File: config.mk
export PLATFORM = sky130hd
export DESIGN_NAME = conv_window_sequencer
export DESIGN_NICKNAME = d
export VERILOG_FILES = /design/src/rtl/conv_window_sequencer_pkg.sv /design/src/rtl/conv_line_buffer.sv /design/src/rtl/conv_window_sequencer.sv
export SDC_FILE = /design/constraint.sdc
export NUM_CORES = 1
export LEC_CHECK = 0
export BUFFER_PORTS_ARGS = -buffer_cell sky130_fd_sc_hd__buf_2
export CORE_ASPECT_RATIO = 1.4
export CORE_MARGIN = 5
export CORE_UTILIZATION = 23
export DETAILED_ROUTE_END_ITERATION = 10
export PLACE_DENSITY = 0.43
export SLEW_MARGIN = 5
export SYNTH_ARGS = -nofsm -noshare
export SYNTH_HDL_FRONTEND = slang
export SYNTH_HIERARCHICAL = 1
export SYNTH_SLANG_ARGS = --single-unit
File: constraint.sdc
create_clock -name clk -period 18.86 [get_ports clk]
set_clock_uncertainty 0.15 [all_clocks]
set_input_delay 0.943 -clock clk [delete_from_list [all_inputs] [get_ports clk]]
set_output_delay 0.943 -clock clk [all_outputs]
set_load 0.02 [all_outputs]
File: src/rtl/conv_window_sequencer_pkg.sv
// Shared types and sizes for the 3x3 convolution window sequencer.
// Taps are numbered k = 3*row + col with k = 0 the top-left pixel.
package conv_window_sequencer_pkg;

    localparam int KTAPS         = 9;
    localparam int PIX_W         = 8;
    localparam int WGT_W         = 8;
    localparam int RES_W         = 16;
    localparam int WADDR_K1_BASE = 9;

    typedef enum logic [1:0] {
        IDLE,
        STREAM,
        DONE
    } state_t;

    function automatic int tap_idx(input int row, input int col);
        return 3 * row + col;
    endfunction

endpackage

File: src/rtl/conv_line_buffer.sv
// Two raster line buffers (rows y-2 and y-1) sharing one column index.
// A write shifts the column up: row A takes row B, row B takes the new pixel.
module conv_line_buffer
    import conv_window_sequencer_pkg::*;
#(
    parameter int IMG_W = 28,
    parameter int XW    = $clog2(IMG_W)
) (
    input  logic             clk,
    input  logic             rst,
    input  logic [XW-1:0]    x_i,
    input  logic             we_i,
    input  logic [PIX_W-1:0] pix_i,
    output logic [PIX_W-1:0] row_a_o,
    output logic [PIX_W-1:0] row_b_o
);

    logic [PIX_W-1:0] row_a_q [IMG_W];
    logic [PIX_W-1:0] row_b_q [IMG_W];

    assign row_a_o = row_a_q[x_i];
    assign row_b_o = row_b_q[x_i];

    always_ff @(posedge clk or posedge rst) begin
        if (rst) begin
            for (int i = 0; i < IMG_W; i++) begin
                row_a_q[i] <= '0;
                row_b_q[i] <= '0;
            end
        end else if (we_i) begin
            row_a_q[x_i] <= row_b_q[x_i];
            row_b_q[x_i] <= pix_i;
        end
    end

endmodule

File: src/rtl/conv_window_sequencer.sv
// Raster pixel stream -> 3x3 sliding window for an external two-kernel synapse MAC.
// Emits one result pair per unpadded window position with valid/ready backpressure.
module conv_window_sequencer
    import conv_window_sequencer_pkg::*;
#(
    parameter int IMG_W = 28,
    parameter int IMG_H = 28
) (
    input  logic                     clk,
    input  logic                     rst,
    input  logic                     start,
    input  logic                     wload,
    input  logic [4:0]               waddr,
    input  logic [WGT_W-1:0]         wdata,
    input  logic                     pix_valid,
    output logic                     pix_ready,
    input  logic [PIX_W-1:0]         pix_data,
    output logic [KTAPS*PIX_W-1:0]   syn_image,
    output logic [KTAPS*WGT_W-1:0]   syn_w0,
    output logic [KTAPS*WGT_W-1:0]   syn_w1,
    input  logic [RES_W-1:0]         syn_out0,
    input  logic [RES_W-1:0]         syn_out1,
    output logic                     out_valid,
    input  logic                     out_ready,
    output logic [RES_W-1:0]         out_w0,
    output logic [RES_W-1:0]         out_w1,
    output logic [$clog2(IMG_W)-1:0] out_x,
    output logic [$clog2(IMG_H)-1:0] out_y,
    output logic                     busy,
    output logic                     done
);

    localparam int XW = $clog2(IMG_W);
    localparam int YW = $clog2(IMG_H);
    localparam logic [XW-1:0] X_LAST = XW'(IMG_W - 1);
    localparam logic [YW-1:0] Y_LAST = YW'(IMG_H - 1);

    state_t                  state_q;
    logic [XW-1:0]           x_q;
    logic [YW-1:0]           y_q;
    logic                    all_in_q;
    logic                    out_valid_q;
    logic [XW-1:0]           out_x_q;
    logic [YW-1:0]           out_y_q;
    logic [PIX_W-1:0]        win_q [KTAPS];
    logic signed [WGT_W-1:0] w0_q  [KTAPS];
    logic signed [WGT_W-1:0] w1_q  [KTAPS];

    logic             stall;
    logic             accept;
    logic             qual;
    logic             frame_last;
    logic             all_in_d;
    logic             out_valid_d;
    logic             wsel_ok;
    logic             wsel_k1;
    logic [3:0]       wtap;
    logic [PIX_W-1:0] row_a;
    logic [PIX_W-1:0] row_b;
    logic [PIX_W-1:0] col [3];

    // A stalled result freezes the window: no pixel may enter until it drains.
    assign stall       = out_valid_q && !out_ready;
    assign pix_ready   = (state_q == STREAM) && !all_in_q && !stall;
    assign accept      = pix_valid && pix_ready;
    assign qual        = accept && (x_q >= XW'(2)) && (y_q >= YW'(2));
    assign frame_last  = (x_q == X_LAST) && (y_q == Y_LAST);
    assign all_in_d    = all_in_q || (accept && frame_last);
    assign out_valid_d = qual || stall;

    assign wsel_ok = (waddr < 5'(WADDR_K1_BASE + KTAPS));
    assign wsel_k1 = (waddr >= 5'(WADDR_K1_BASE));
    assign wtap    = wsel_k1 ? 4'(waddr - 5'(WADDR_K1_BASE)) : waddr[3:0];

    conv_line_buffer #(
        .IMG_W (IMG_W),
        .XW    (XW)
    ) u_line_buffer (
        .clk     (clk),
        .rst     (rst),
        .x_i     (x_q),
        .we_i    (accept),
        .pix_i   (pix_data),
        .row_a_o (row_a),
        .row_b_o (row_b)
    );

    assign col[0] = row_a;
    assign col[1] = row_b;
    assign col[2] = pix_data;

    always_comb begin
        for (int k = 0; k < KTAPS; k++) begin
            syn_image[PIX_W*k +: PIX_W] = win_q[k];
            syn_w0[WGT_W*k +: WGT_W]    = w0_q[k];
            syn_w1[WGT_W*k +: WGT_W]    = w1_q[k];
        end
    end

    always_ff @(posedge clk or posedge rst) begin
        if (rst) begin
            state_q     <= IDLE;
            x_q         <= '0;
            y_q         <= '0;
            all_in_q    <= 1'b0;
            out_valid_q <= 1'b0;
            out_x_q     <= '0;
            out_y_q     <= '0;
            for (int k = 0; k < KTAPS; k++) begin
                win_q[k] <= '0;
                w0_q[k]  <= '0;
                w1_q[k]  <= '0;
            end
        end else begin
            out_valid_q <= out_valid_d;
            if (qual) begin
                out_x_q <= x_q - XW'(2);
                out_y_q <= y_q - YW'(2);
            end
            if (accept) begin
                for (int r = 0; r < 3; r++) begin
                    win_q[tap_idx(r, 0)] <= win_q[tap_idx(r, 1)];
                    win_q[tap_idx(r, 1)] <= win_q[tap_idx(r, 2)];
                    win_q[tap_idx(r, 2)] <= col[r];
                end
                if (x_q == X_LAST) begin
                    x_q <= '0;
                    y_q <= y_q + 1'b1;
                end else begin
                    x_q <= x_q + 1'b1;
                end
            end
            case (state_q)
                IDLE: begin
                    if (wload && wsel_ok) begin
                        if (wsel_k1) w1_q[wtap] <= wdata;
                        else         w0_q[wtap] <= wdata;
                    end
                    if (start) begin
                        state_q  <= STREAM;
                        x_q      <= '0;
                        y_q      <= '0;
                        all_in_q <= 1'b0;
                    end
                end
                STREAM: begin
                    all_in_q <= all_in_d;
                    // Finish only once every pixel is in and the final result has left.
                    if (all_in_d && !out_valid_d) state_q <= DONE;
                end
                DONE:    state_q <= IDLE;
                default: state_q <= IDLE;
            endcase
        end
    end

    assign out_valid = out_valid_q;
    assign out_w0    = out_valid_q ? syn_out0 : '0;
    assign out_w1    = out_valid_q ? syn_out1 : '0;
    assign out_x     = out_x_q;
    assign out_y     = out_y_q;
    assign busy      = (state_q != IDLE);
    assign done      = (state_q == DONE);

endmodule

==> flow_summary.ini, run 1 <==
[clock_network]
cts.sinks = 688
clk_pin_slew_ps = 60
clkLatencyLatePin_ps = 670
hold_buffers = 0
cts_setup_buffers = 0
htreeDepth = 3
cts-resized-gates = 0
cts_root_buf = clkbuf_16
cts_buffer_depth = 3
cts_buffers = 73
cts_tree = yes

[drt]
ant_nets = 0
drt_iter0_drc = 1344
vias_per_cell = 4.43
dr_wl_met2_um = 54600
wl_per_cell_um = 21.9
m1WireLength_um = 40300
num_vias = 20800
routed.top_layer = met5
routed_wirelength_um = 103000
first_pass_iters = 7
drc = 0
met3_length_um = 5290

[floorplan]
rows = 157
fp.dieH_um = 439
die_x_um = 317
core_sq_um = 131000
num_io_pins = 321
start_util = 0.232
die_area_sq_um = 139000

[logic_synthesis]
synth_edf_count = 0
synthTopCellsByCount = dfrtp_1 (688), nand2_1 (667), mux2_2 (303)
synth_top_cell_area_share = 0.568
netlist-cell-type-count = 70
ys.flop_type = dfrtp_1
synth_nets = 2732
ys_top_cells_by_area = dfrtp_1 (57%), mux2_2 (11%), nand2_1 (8.3%), mux2i_1 (4.6%), mux4_2 (3.2%)
synthMostInstantiatedCell = dfrtp_1
avgSynthCellArea_sq_um = 11.4
synth_top_area_cell = dfrtp_1
netlist_area_sq_um = 30300
synthArstFlopShare = 1.00
yosysSeqAreaShare = 0.568
syn_inst = 2663
ys_warn_count = 6
ys_seq_elements = 688

[global_route]
grt_pass1_vias = 21600
grt_max_degree = 148
antenna_found_initial = 4
grt.overflow.total = 0
grt_pass1_wl_um = 152000
track_usage = 0.146

[finish]
nets = 2966
finalNonFillerCells = 4697
final_cell_area_sq_um = 35900
drive_above_1_share = 0.292
area_growth_pct = 18.5
fillers = 13800

[critical_path]
crit_arrival_ps = 4810
crit_path_max_fanout = 42
crit_path_end_kind = flip-flop
worstSetupPathType = reg2reg
startpoint_type = flip-flop
crit_required_ps = 19250

[placement]
gp_congestion = 0.779
dp.cells = 4571
portBuffers = 320
dpl_cell_area_sq_um = 33500
hpwlAfterDp_um = 70900

[sta]
final.min_clock_period_ps = 4420
setup_violations = 0
rsz0062_at_grt = no
slew_violations = 0
fmax_mhz = 226
tightest_slew_ps = 1160
timing.setup.tns_ps = 0
fin_crit_sh = 0.234
relSlewSlack = 0.229
hold_viol_final = 0

[flow_run]
drv_cap = 0

[power_and_ir_drop]
p_leak_uw = 0.0174
cellPowerDensity_nw_per_um2 = 151
ir_drop_mv = 0.0719

[outcome]
status = complete, no violations

[min_path]
min_path_type = in2async
-- cell families (layout without fill, tap and decap cells) --
group / after synthesis / count (layout) / share of synthesized area
AO/OA/AOI/OAI: 335 / 335 / 0.0646
XOR/XNOR: 13 / 13 / 0.00376
adder cells (fa/ha/maj): 10 / 10 / 0.00413
buffers and inverters: 216 / 499 / 0.0332
flip-flops: 688 / 688 / 0.568
multiplexers: 494 / 494 / 0.194
other: 0 / 2 / 0
AND/OR/NAND/NOR: 907 / 907 / 0.132
-- sequential cells by signal, summed over array words and instances (netlist names) --
signal and cells:
state_q 2, out_valid 1, out_y 5, u_line_buffer/row_a_q 224, syn_image 72, all_in_q 1, y_q 5, u_line_buffer/row_b_q 224
x_q 5, out_x 5, syn_w1 72, syn_w0 72
-- cells in the final DEF (no fill, tap or decap), types with 13 or more instances in the layout --
master / n
dfrtp_1: 685
nand2_1: 667
buf_2: 320
mux2_2: 303
o21ai_0: 158
mux2i_1: 140
clkbuf_16: 76
nor2_1: 62
and2_1: 47
a21oi_1: 47
mux4_2: 43
o22ai_1: 31
o21ai_1: 30
buf_4: 29
a22oi_1: 28
nand3_1: 24
inv_1: 16
and3_1: 13
clkinv_2: 13
-- routing by layer --
layer | vias to the layer above | track usage
li1 | 9592 | -
met1 | 10600 | 0.167
met2 | 514 | 0.272
met3 | 120 | 0.0263
met4 | 2 | 0.0456
met5 | - | 0
-- stage by stage --
step / worst slack (ps) / util / hold WS (ps) / power [uW]
after floorplan: 5280 / - / 295 / 3320
after global placement: 14200 / 0.256 / 306 / 4000
after detailed placement: 14220 / 0.256 / 313 / 4030
after CTS: 14440 / 0.274 / 258 / 5530
after global routing: 14180 / 0.274 / 314 / 5750
final: 14440 / 0.274 / 280 / 5430
-- power by group --
| group | internal [uW] | total (uW) | leakage [uW] | switching, uW |
|---|---|---|---|---|
| clock network | 842 | 1470 | 0.00118 | 631 |
| registers | 1890 | 2160 | 0.00916 | 264 |
| logic | 666 | 1810 | 0.00703 | 1140 |
-- worst paths after layout --
path                                            start                         end  slack (ps)  cells after the start
setup / recovery                               x_q[1]  u_line_buffer/row_b_q[203]       14440                      5
min in group clk           u_line_buffer/row_b_q[119]  u_line_buffer/row_b_q[119]         320                      2
hold reg to reg            u_line_buffer/row_b_q[119]  u_line_buffer/row_b_q[119]         320                      2
setup reg to reg                               x_q[1]  u_line_buffer/row_b_q[203]       14440                      5
hold / removal                                    rst  u_line_buffer/row_b_q[152]         280                      2
max in group asynchronous                         rst  u_line_buffer/row_a_q[124]       15070                      5
-- cell type report --
class	instances	area, sq um	share of cell area
flip-flops and latches	688	17200	0.480
multi-input cells	1759	12100	0.338
well taps	1749	2190	0.0610
clock buffers	100	2110	0.0588
repair buffers	351	1860	0.0518
clock inverters	24	274	0.00763
inverters	24	105	0.00293
diodes	2	5.00	0.000139
-- worst max-delay path: stages (launching register included) --
cell	delay, ps
dfrtp_4	740
buf_4	730
buf_4	710
and3b_1	560
and2_1	860
mux2_2	420
Power figures use the tool's default switching activity.
==> run 2: changes to the inputs <==
PLACE_DENSITY = 0.44   (was 0.43)
clock period = 4 ns   (was 18.86 ns; I/O delays follow)
==> flow_summary.ini, run 2 (synthesis gave the netlist of run 1 again) <==
[outcome]
status = complete, no violations

[finish]
final_common_cell = dfrtp_1
multi_input_area_sq_um = 12100
fillers = 13600
layout_common_cells = dfrtp_1 (685), nand2_1 (667), buf_2 (320), mux2_2 (303), o21ai_0 (158)
nets = 3048
reg_top3 = u_line_buffer/row_a_q x224, u_line_buffer/row_b_q x224
area_growth_pct = 21.1
finalNonFillerCells = 4784
drive_above_1_share = 0.308
seq_area_sq_um = 17200

[drt]
vias_per_cell = 4.46
wl_per_cell_um = 22.6
drt_iter0_drc = 1321
routed_wirelength_um = 108000
num_vias = 21300
first_pass_iters = 6
ant_nets = 0
drc = 0

[sta]
final.min_clock_period_ps = 3330
tightest_slew_ps = 1130
rsz0062_at_grt = no
fmax_mhz = 300
relSlewSlack = 0.242
timing.final.ws_setup_ps = 667
holdWs_ps = 33.6
slew_violations = 0
setup_violations = 0
timing.setup.tns_ps = 0
hold_viol_final = 0
fin_crit_sh = 0.833

[power_and_ir_drop]
ir_drop_mv = 0.324
p_leak_uw = 0.0178
finalPower_uw = 26000
cellPowerDensity_nw_per_um2 = 710

[clock_network]
cts.sinks = 688
cts_setup_buffers = 0
clkLatencyLatePin_ps = 660
cts_root_buf = clkbuf_16
cts-resized-gates = 0
htreeDepth = 3
clk_pin_slew_ps = 60
hold_buffers = 15
cts_buffer_depth = 3
cts_tree = yes
cts_buffers = 73

[min_path]
holdPathStages = 3
min_path_type = in2reg
hold_start = pix_data[3]
hold_end = u_line_buffer/row_b_q[51]

[critical_path]
r2r_cells = 7
crit_arrival_ps = 3650
r2r_start = x_q[1]
startpoint_type = flip-flop
crit_slowest_cell = dfrtp_4
timing.rr.end = x_q[2]
path_buf_inv = 1
r2r_slack_ps = 670
crit_required_ps = 4320
crit_chain = buf_12 -> ha_1 -> nand3_1 -> nor3b_1 -> nand2_1 -> o21ai_0 -> nor2_1
crit_path_max_fanout = 45
worstSetupPathType = reg2reg
crit_path_end_kind = flip-flop
slowest_delay_ps = 750
crit_family = simple AND/OR/NAND/NOR gates
critPathLaunch = x_q[1]

[floorplan]
die_area_sq_um = 139000
start_util = 0.232
rows = 157
die_x_um = 317
fp.dieH_um = 439
core_sq_um = 131000
num_io_pins = 321

[global_route]
grt_pass1_vias = 22000
antenna_found_initial = 7
grt_max_degree = 105
track_usage = 0.152
grt.overflow.total = 0
grt_pass1_wl_um = 157000

[placement]
portBuffers = 320
hpwlAfterDp_um = 77600
dp.cells = 4638
gp_congestion = 0.817
pre_cts_ws_ps = 700

[flow_run]
drv_cap = 0
-- run 2: cell count changes in the layout (fill, tap and decap cells not counted), sizes merged --
| cell | delta |
|---|---|
| buf | +67 |
| bufinv | -1 |
| clkbuf | +6 |
| clkinv | -1 |
| clkinvlp | +2 |
| diode | -1 |
| dlygate4sd3 | +15 |
-- run 2: layout make-up --
| type | instances | share of cell area |
|---|---|---|
| sequential | 688 | 0.470 |
| multi-input combinational | 1759 | 0.330 |
| timing repair buffer | 433 | 0.0709 |
| tap | 1749 | 0.0597 |
| clock buffer | 106 | 0.0595 |
| clock inverter | 24 | 0.00726 |
| inverter | 24 | 0.00266 |
| antenna | 1 | 0.0000682 |
-- run 2: worst max-delay path by stage --
stage	end	slack (ps)	depth (start not counted)
3_3_place_gp	x_q[2]	680	7
5_1_grt	x_q[2]	570	7
6_report	x_q[2]	670	7
3_5_place_dp	x_q[2]	700	7
2_1_floorplan	u_line_buffer/row_a_q[0]	-2410	1
4_1_cts	x_q[2]	680	7
-- run 2: where the power goes --
group	internal (uW)	switching (uW)
clock network	4010	3000
logic	3350	5390
registers	8920	1360
total	16300	9760
-- run 2: metal layers --
metal,up-vias,wire [um],track usage
met5,-,12,0
met3,148,6090,0.0326
li1,9778,-,-
met2,547,58200,0.292
met4,2,3700,0.0513
met1,10800,39900,0.163
-- run 2: worst reg2reg max path, stage by stage (launching register included) --
cell and delay (ps):
dfrtp_4 750, buf_12 360, ha_1 280, nand3_1 110, nor3b_1 660, nand2_1 270
o21ai_0 320, nor2_1 250
-- run 2: stage by stage --
stage | utilization | area (sq um)
global route | 0.280 | 36700
detailed placement | 0.261 | 34100
CTS | 0.280 | 36700
finish | 0.280 | 36700
global placement | 0.261 | 34100
floorplan | - | 30300
